`config.mk`:
```
export PLATFORM = sky130hd
export DESIGN_NAME = hazard_scoreboard
export DESIGN_NICKNAME = d
export VERILOG_FILES = /design/src/rtl/hazard_scoreboard.sv
export SDC_FILE = /design/constraint.sdc
export NUM_CORES = 1
export LEC_CHECK = 0
export ABC_CLOCK_PERIOD_IN_PS = 2500
export BUFFER_PORTS_ARGS = -buffer_cell sky130_fd_sc_hd__buf_2
export CORE_MARGIN = 3
export CORE_UTILIZATION = 55
export CTS_BUF_LIST = sky130_fd_sc_hd__clkbuf_8
export CTS_CLUSTER_SIZE = 14
export DETAILED_ROUTE_END_ITERATION = 10
export GPL_TIMING_DRIVEN = 1
export PLACE_DENSITY_LB_ADDON = 0.05
export SETUP_SLACK_MARGIN = 0.15
export SLEW_MARGIN = 20
export SYNTH_ARGS = -nofsm -noshare
export SYNTH_HDL_FRONTEND = slang
export SYNTH_SLANG_ARGS = --single-unit
```
`constraint.sdc`:
```
create_clock -name clk -period 2.5 [get_ports clk]
set_clock_uncertainty 0.05 [all_clocks]
set_input_delay 0.25 -clock clk [delete_from_list [all_inputs] [get_ports clk]]
set_output_delay 0.25 -clock clk [all_outputs]
set_load 0.005 [all_outputs]
```
`src/rtl/hazard_scoreboard.sv`:
```
// In-order issue scoreboard: a shift chain of in-flight register writes gates decode
// on read-after-write hazards, with flush kill, pending-write count and stall statistics.
module hazard_scoreboard #(
  parameter int unsigned REGW    = 3,
  parameter int unsigned DEPTH   = 3,
  parameter int unsigned WBYPASS = 0
) (
  input  logic                           clk,
  input  logic                           rst,
  input  logic                           id_valid,
  input  logic                           rarf,
  input  logic                           rbrf,
  input  logic                           rawf,
  input  logic                           rbwf,
  input  logic [REGW-1:0]                ra,
  input  logic [REGW-1:0]                rb,
  input  logic                           flush,
  output logic                           stall,
  output logic                           iss_valid,
  output logic [$clog2(DEPTH+1)-1:0]     pend_cnt,
  output logic [15:0]                    stall_cnt,
  output logic                           err
);

  localparam int unsigned CntW = $clog2(DEPTH + 1);
  // With a write-through register file the oldest stage is already visible to readers.
  localparam int MatchN = (WBYPASS != 0) ? int'(DEPTH) - 1 : int'(DEPTH);

  logic [DEPTH-1:0] v_q, v_d;
  logic [REGW-1:0]  wreg_q [DEPTH];
  logic [REGW-1:0]  wreg_d [DEPTH];
  logic [CntW-1:0]  pend_q, pend_d;
  logic [15:0]      stall_cnt_q, stall_cnt_d;
  logic             err_q, err_d;
  logic             match_a, match_b;

  always_comb begin
    match_a = 1'b0;
    match_b = 1'b0;
    for (int i = 0; i < MatchN; i++) begin
      if (v_q[i] && (wreg_q[i] == ra)) match_a = 1'b1;
      if (v_q[i] && (wreg_q[i] == rb)) match_b = 1'b1;
    end
    stall     = id_valid & ~flush & ((rarf & match_a) | (rbrf & match_b));
    iss_valid = id_valid & ~flush & ~stall;
  end

  always_comb begin
    v_d       = '0;
    v_d[0]    = iss_valid & (rawf | rbwf);
    wreg_d[0] = rawf ? ra : rb;
    for (int i = 1; i < int'(DEPTH); i++) begin
      // Flush kills only the entry leaving stage 0.
      v_d[i]    = v_q[i-1] & ~(flush & (i == 1));
      wreg_d[i] = wreg_q[i-1];
    end
    pend_d = '0;
    for (int i = 0; i < int'(DEPTH); i++) begin
      pend_d = pend_d + CntW'(v_d[i]);
    end
    stall_cnt_d = stall_cnt_q;
    if (stall && (stall_cnt_q != 16'hFFFF)) stall_cnt_d = stall_cnt_q + 16'd1;
    err_d = err_q | (iss_valid & rawf & rbwf);
  end

  always_ff @(posedge clk) begin
    if (rst) begin
      v_q         <= '0;
      pend_q      <= '0;
      stall_cnt_q <= '0;
      err_q       <= 1'b0;
    end else begin
      v_q         <= v_d;
      pend_q      <= pend_d;
      stall_cnt_q <= stall_cnt_d;
      err_q       <= err_d;
    end
    wreg_q <= wreg_d;
  end

  assign pend_cnt  = pend_q;
  assign stall_cnt = stall_cnt_q;
  assign err       = err_q;

endmodule
```
After elaboration in Yosys (flattened, before gate mapping)
Index checks and enable logic that the tools add are counted.

Word-level logic and storage cells: 45. Register bits: 31. Output and inout bits: 21. Input bits: 14.

Mux-type cells: 7. Equal/unequal tests: 7. Add/sub/neg operators: 3. Reduce and logical (&&, ||, !) cells: 7. Bitwise gates (word level): 14.

Operator list (number): $eq 3x3->1 (6); $add 16x1->16 const B (1); $ne 16x16->1 const B (1); $and 1x1->1 (9); $logic_and 1x1->1 (7); $mux 1 (6); $mux 3 (1); $or 1x1->1 (3); $add 1x1->2 (1); $add 2x1->2 (1); $not 1->1 (2).

Depth between registers and ports, before layout
Depth in word-level cells: 13. Depth in mapped cells: 8. Depth with buffers taken out: 8.

Least setup slack after synthesis
OpenSTA, ideal clock, no wires.

Kind: flip-flop to flip-flop. From: register wreg_q (netlist bit wreg_d[1]). To: register pend_q[0], in the netlist pend_cnt[0]. Arrival time: 1.743 ns. Clock period less this slack: 1.921 ns. Slack: 0.579 ns. Library setup time: 0.128 ns. Required time: 2.322 ns. Buffers on the path: 0. Stages on the path, launching flop included: 9. Cells stage by stage: dfxtp_1 xnor2_1 nand4_1 a31oi_4 nor2_1 nand2_1 nor2_1 fa_1 nor2b_1.

Longest elaborated chain between the ends: 12. Elaborated cells on any way between the ends: 17. Classes of those cells: add/sub (2); eq/ne (2); mux (4); bitwise (7); reduce/logical (2).

RTL lines: from (decl) (RTL line 30) `logic [REGW-1:0] wreg_q [DEPTH];`; from (signal assigned) (RTL line 78) `wreg_q <= wreg_d;`; $eq 3x3->1 (on tied branches) (RTL line 41, 42); $logic_and 1x1->1 (on tied branches) (RTL line 41, 42); $mux 1 (on tied branches) (2 in series) (RTL line 41, 42); $and 1x1->1 (RTL line 44) `stall = id_valid & ~flush & ((rarf & match_a) | (rbrf & match_b));`; $or 1x1->1 (*) (RTL line 44); $and 1x1->1 (*) (RTL line 44); $not 1->1 (*) (RTL line 45) `iss_valid = id_valid & ~flush & ~stall;`; $and 1x1->1 (*) (RTL line 45); $and 1x1->1 (*) (RTL line 50) `v_d[0] = iss_valid & (rawf | rbwf);`; net v_d[0] (RTL line 29) `logic [DEPTH-1:0] v_q, v_d;`; $add 1x1->2 (*) (RTL line 59) `pend_d = pend_d + CntW'(v_d[i]);`; $add 2x1->2 (*) (RTL line 59); net pend_d[0] (RTL line 32) `logic [CntW-1:0] pend_q, pend_d;`; to (signal assigned) (RTL line 74) `pend_q <= pend_d;`; to (decl) (RTL line 32).

The timed path passes the listed nets; every way through them passes the cells marked *. A chain may end at the register's enable or synchronous reset.

Worst setup path after layout
From: register stall_cnt_q[7], in the netlist stall_cnt[7]. To: register stall_cnt_q[1], in the netlist stall_cnt[1].

Longest elaborated chain between the ends: 2.

RTL lines: from (decl) (RTL line 33) `logic [15:0] stall_cnt_q, stall_cnt_d;`; from (signal assigned) (RTL line 75) `stall_cnt_q <= stall_cnt_d;`; $ne 16x16->1 (RTL line 62) `if (stall && (stall_cnt_q != 16'hFFFF)) stall_cnt_d = stall_cnt_q + 16'd1;`; $logic_and 1x1->1 (RTL line 62).

Every way passes these cells.

==> reports/metrics.cfg <==
[place]
hpwl_mm=2.36
placed_cell_area_sq_um=1680
place_congestion=0.912
numPortBuffers=34
pre_cts_ws_ps=393
dp_cells=219

[cts]
holdBufCountCts=0
cts_sinks=31
clock_latency_ps=280
cts_setup_buffers=0
numCtsBuffers=5
cts_tree=done
cts.clk_slew.worst_paths_ps=60
cts_resized=0
htree_num_levels=2
root_buffer=clkbuf_8
clk_path_buf_depth=2

[global_route]
overflow=0
grt_pass1_vias=1277
track_usage=0.212
grt_pass1_wl_mm=5.47
grt_start_max_net_pins=26
antenna_found_initial=0

[critical_path]
crit_required_ps=2600
cp-end-kind=flop
crit_slowest_cell=dfxtp_1
crit_family=compound AO/OA/AOI/OAI gates
arrival_ps=2210
path_cells=and4_2, nand4_1, o31a_2, o21ai_1, mux2i_1, nor2_1
critical_path_class=flop to flop
cp_max_fo=8
cp_num_buf_inv=0
crit_path_start_kind=flop
cp_slowest_stage_delay_ps=420

[flow_run]
maxCapViolations=0

[die]
num_rows=18
design.die.area_sq_um=3340
initial_utilization=0.586
core_area_sq_um=2520
die_y_um=57.8
num_io_pins=35
die_w_um=57.8

[finish]
fin_area_sq_um=1770
layout_commonest_cell=buf_2
syn_to_final_growth_pct=19.5
final_util=0.700
final_cells=226
n_fill_cell=217
drive_gt1_frac=0.260
diodes=0
layout.nets=212
final_cell_mix=buf_2, dfxtp_1, xnor2_1

[synth]
yosysSeqAreaShare=0.420
synth-async-reset-ratio=0
synth_xor_area_frac=0.124
synth_cell_types=36
synth_enable_flop_cells=0
muxShareOfSynthArea=0.0296
synth_top_area_share=0.420
synth-seq-cells=31
yosys.area.top_type=dfxtp_1
syn_inst=157
synth-simple-area-share=0.223
synthAdderAreaFrac=0.0220
synth_compound_area_frac=0.156
synth_top_family_by_area=simple AND/OR/NAND/NOR gates
synth_ff_type=dfxtp_1
syn_avg_cell_area_sq_um=9.41
ys_warn_count=0
netlist_top_cells_area=dfxtp_1, xnor2_1, nand4_1
syn_area_sq_um=1480
synth_fp_nets=173

[detailed_routing]
wl_per_cell_um=14.0
drc=0
first_pass_iters=4
viasPerCell=5.58
vias=1260
first_iter_violations=27
antenna_left=0
routed_wl_mm=3.17

[timing]
max_clock_freq_mhz=474
finalMaxSlewViolations=0
post-route-period-util=0.844
setup_viol=0
tightest_slew_ps=514
rsz0062_at_grt=false
relSlewSlack=0.655
fin_crit_ps=2110
whs_ps=228
hold_viol=0
fin_setup_tns_ps=0
fin_ws_ps=391

[run_status]
status=complete, no violations

[pwr]
power.density_nw_per_um2=566
finalPower_uw=999
p_leak_nw=0.702
vdd_ir_drop_max_mv=0.510

[worst_hold_path]
worstHoldPathType=input pin to flop

-- registers in the layout (all words and copies together), names as in the netlist --
register / count
wreg_d: 6
err: 1
v_q: 3
stall_cnt: 16
wreg_q: 3
pend_cnt: 2
-- report_power, final --
part / internal (mW) / switching, mW / total (mW)
clock network: 0.216 / 0.179 / 0.395
logic: 0.0415 / 0.0399 / 0.0814
registers: 0.509 / 0.0144 / 0.523
total: 0.766 / 0.233 / 0.999
-- cells in the mapped netlist (2+ instances only) --
library cell / instances
nor2b_1: 8
inv_1: 8
clkbuf_1: 2
mux2_2: 3
xnor2_1: 19
xor2_1: 2
nor2_1: 7
dfxtp_1: 31
nand4_1: 8
or3_1: 7
or4_1: 4
nand2_1: 9
o21ai_0: 9
nand3_1: 8
a21oi_1: 9
a31oi_4: 2
nor3_1: 2
-- area by class of cell --
type / count / area, sq um / area share
Multi-Input combinational cell: 116 / 820 / 0.464
Sequential cell: 31 / 621 / 0.352
Timing Repair Buffer: 34 / 170 / 0.0964
Clock buffer: 6 / 82.6 / 0.0468
Tap cell: 30 / 37.5 / 0.0213
Inverter: 8 / 30.0 / 0.0170
Clock inverter: 1 / 5.00 / 0.00283
-- cells by family after synthesis --
logic type / Yosys count
AOI/OAI and AO/OA: 30
xor gates and xnor gates: 21
adders and majority gates: 2
buffers and inverters: 10
DFF: 31
muxes: 4
and+or+nand+nor: 59
-- tightest hold or removal path, stage by stage --
cell and delay, ps:
buf_2 110, nand3b_1 80, o22ai_1 60
-- path summary, 6_finish.rpt --
check / slack [ps] / cells after the start / start / end
setup / recovery: 390 / 6 / stall_cnt[7] / stall_cnt[1]
hold / removal: 230 / 3 / rbwf / err
setup reg to reg: 390 / 6 / stall_cnt[7] / stall_cnt[1]
hold reg to reg: 350 / 0 / wreg_d[4] / wreg_d[1]
-- routing by layer --
| layer | routed length (um) | vias up | track usage | share of wire |
|---|---|---|---|---|
| li1 | - | 640 | - | - |
| met1 | 1350 | 577 | 0.242 | 0.43 |
| met2 | 1560 | 34 | 0.371 | 0.49 |
| met3 | 180 | 9 | 0.0579 | 0.057 |
| met4 | 76 | 0 | 0.0894 | 0.024 |
| met5 | 0 | - | 0 | 0 |
Power figures use the tool's default switching activity.
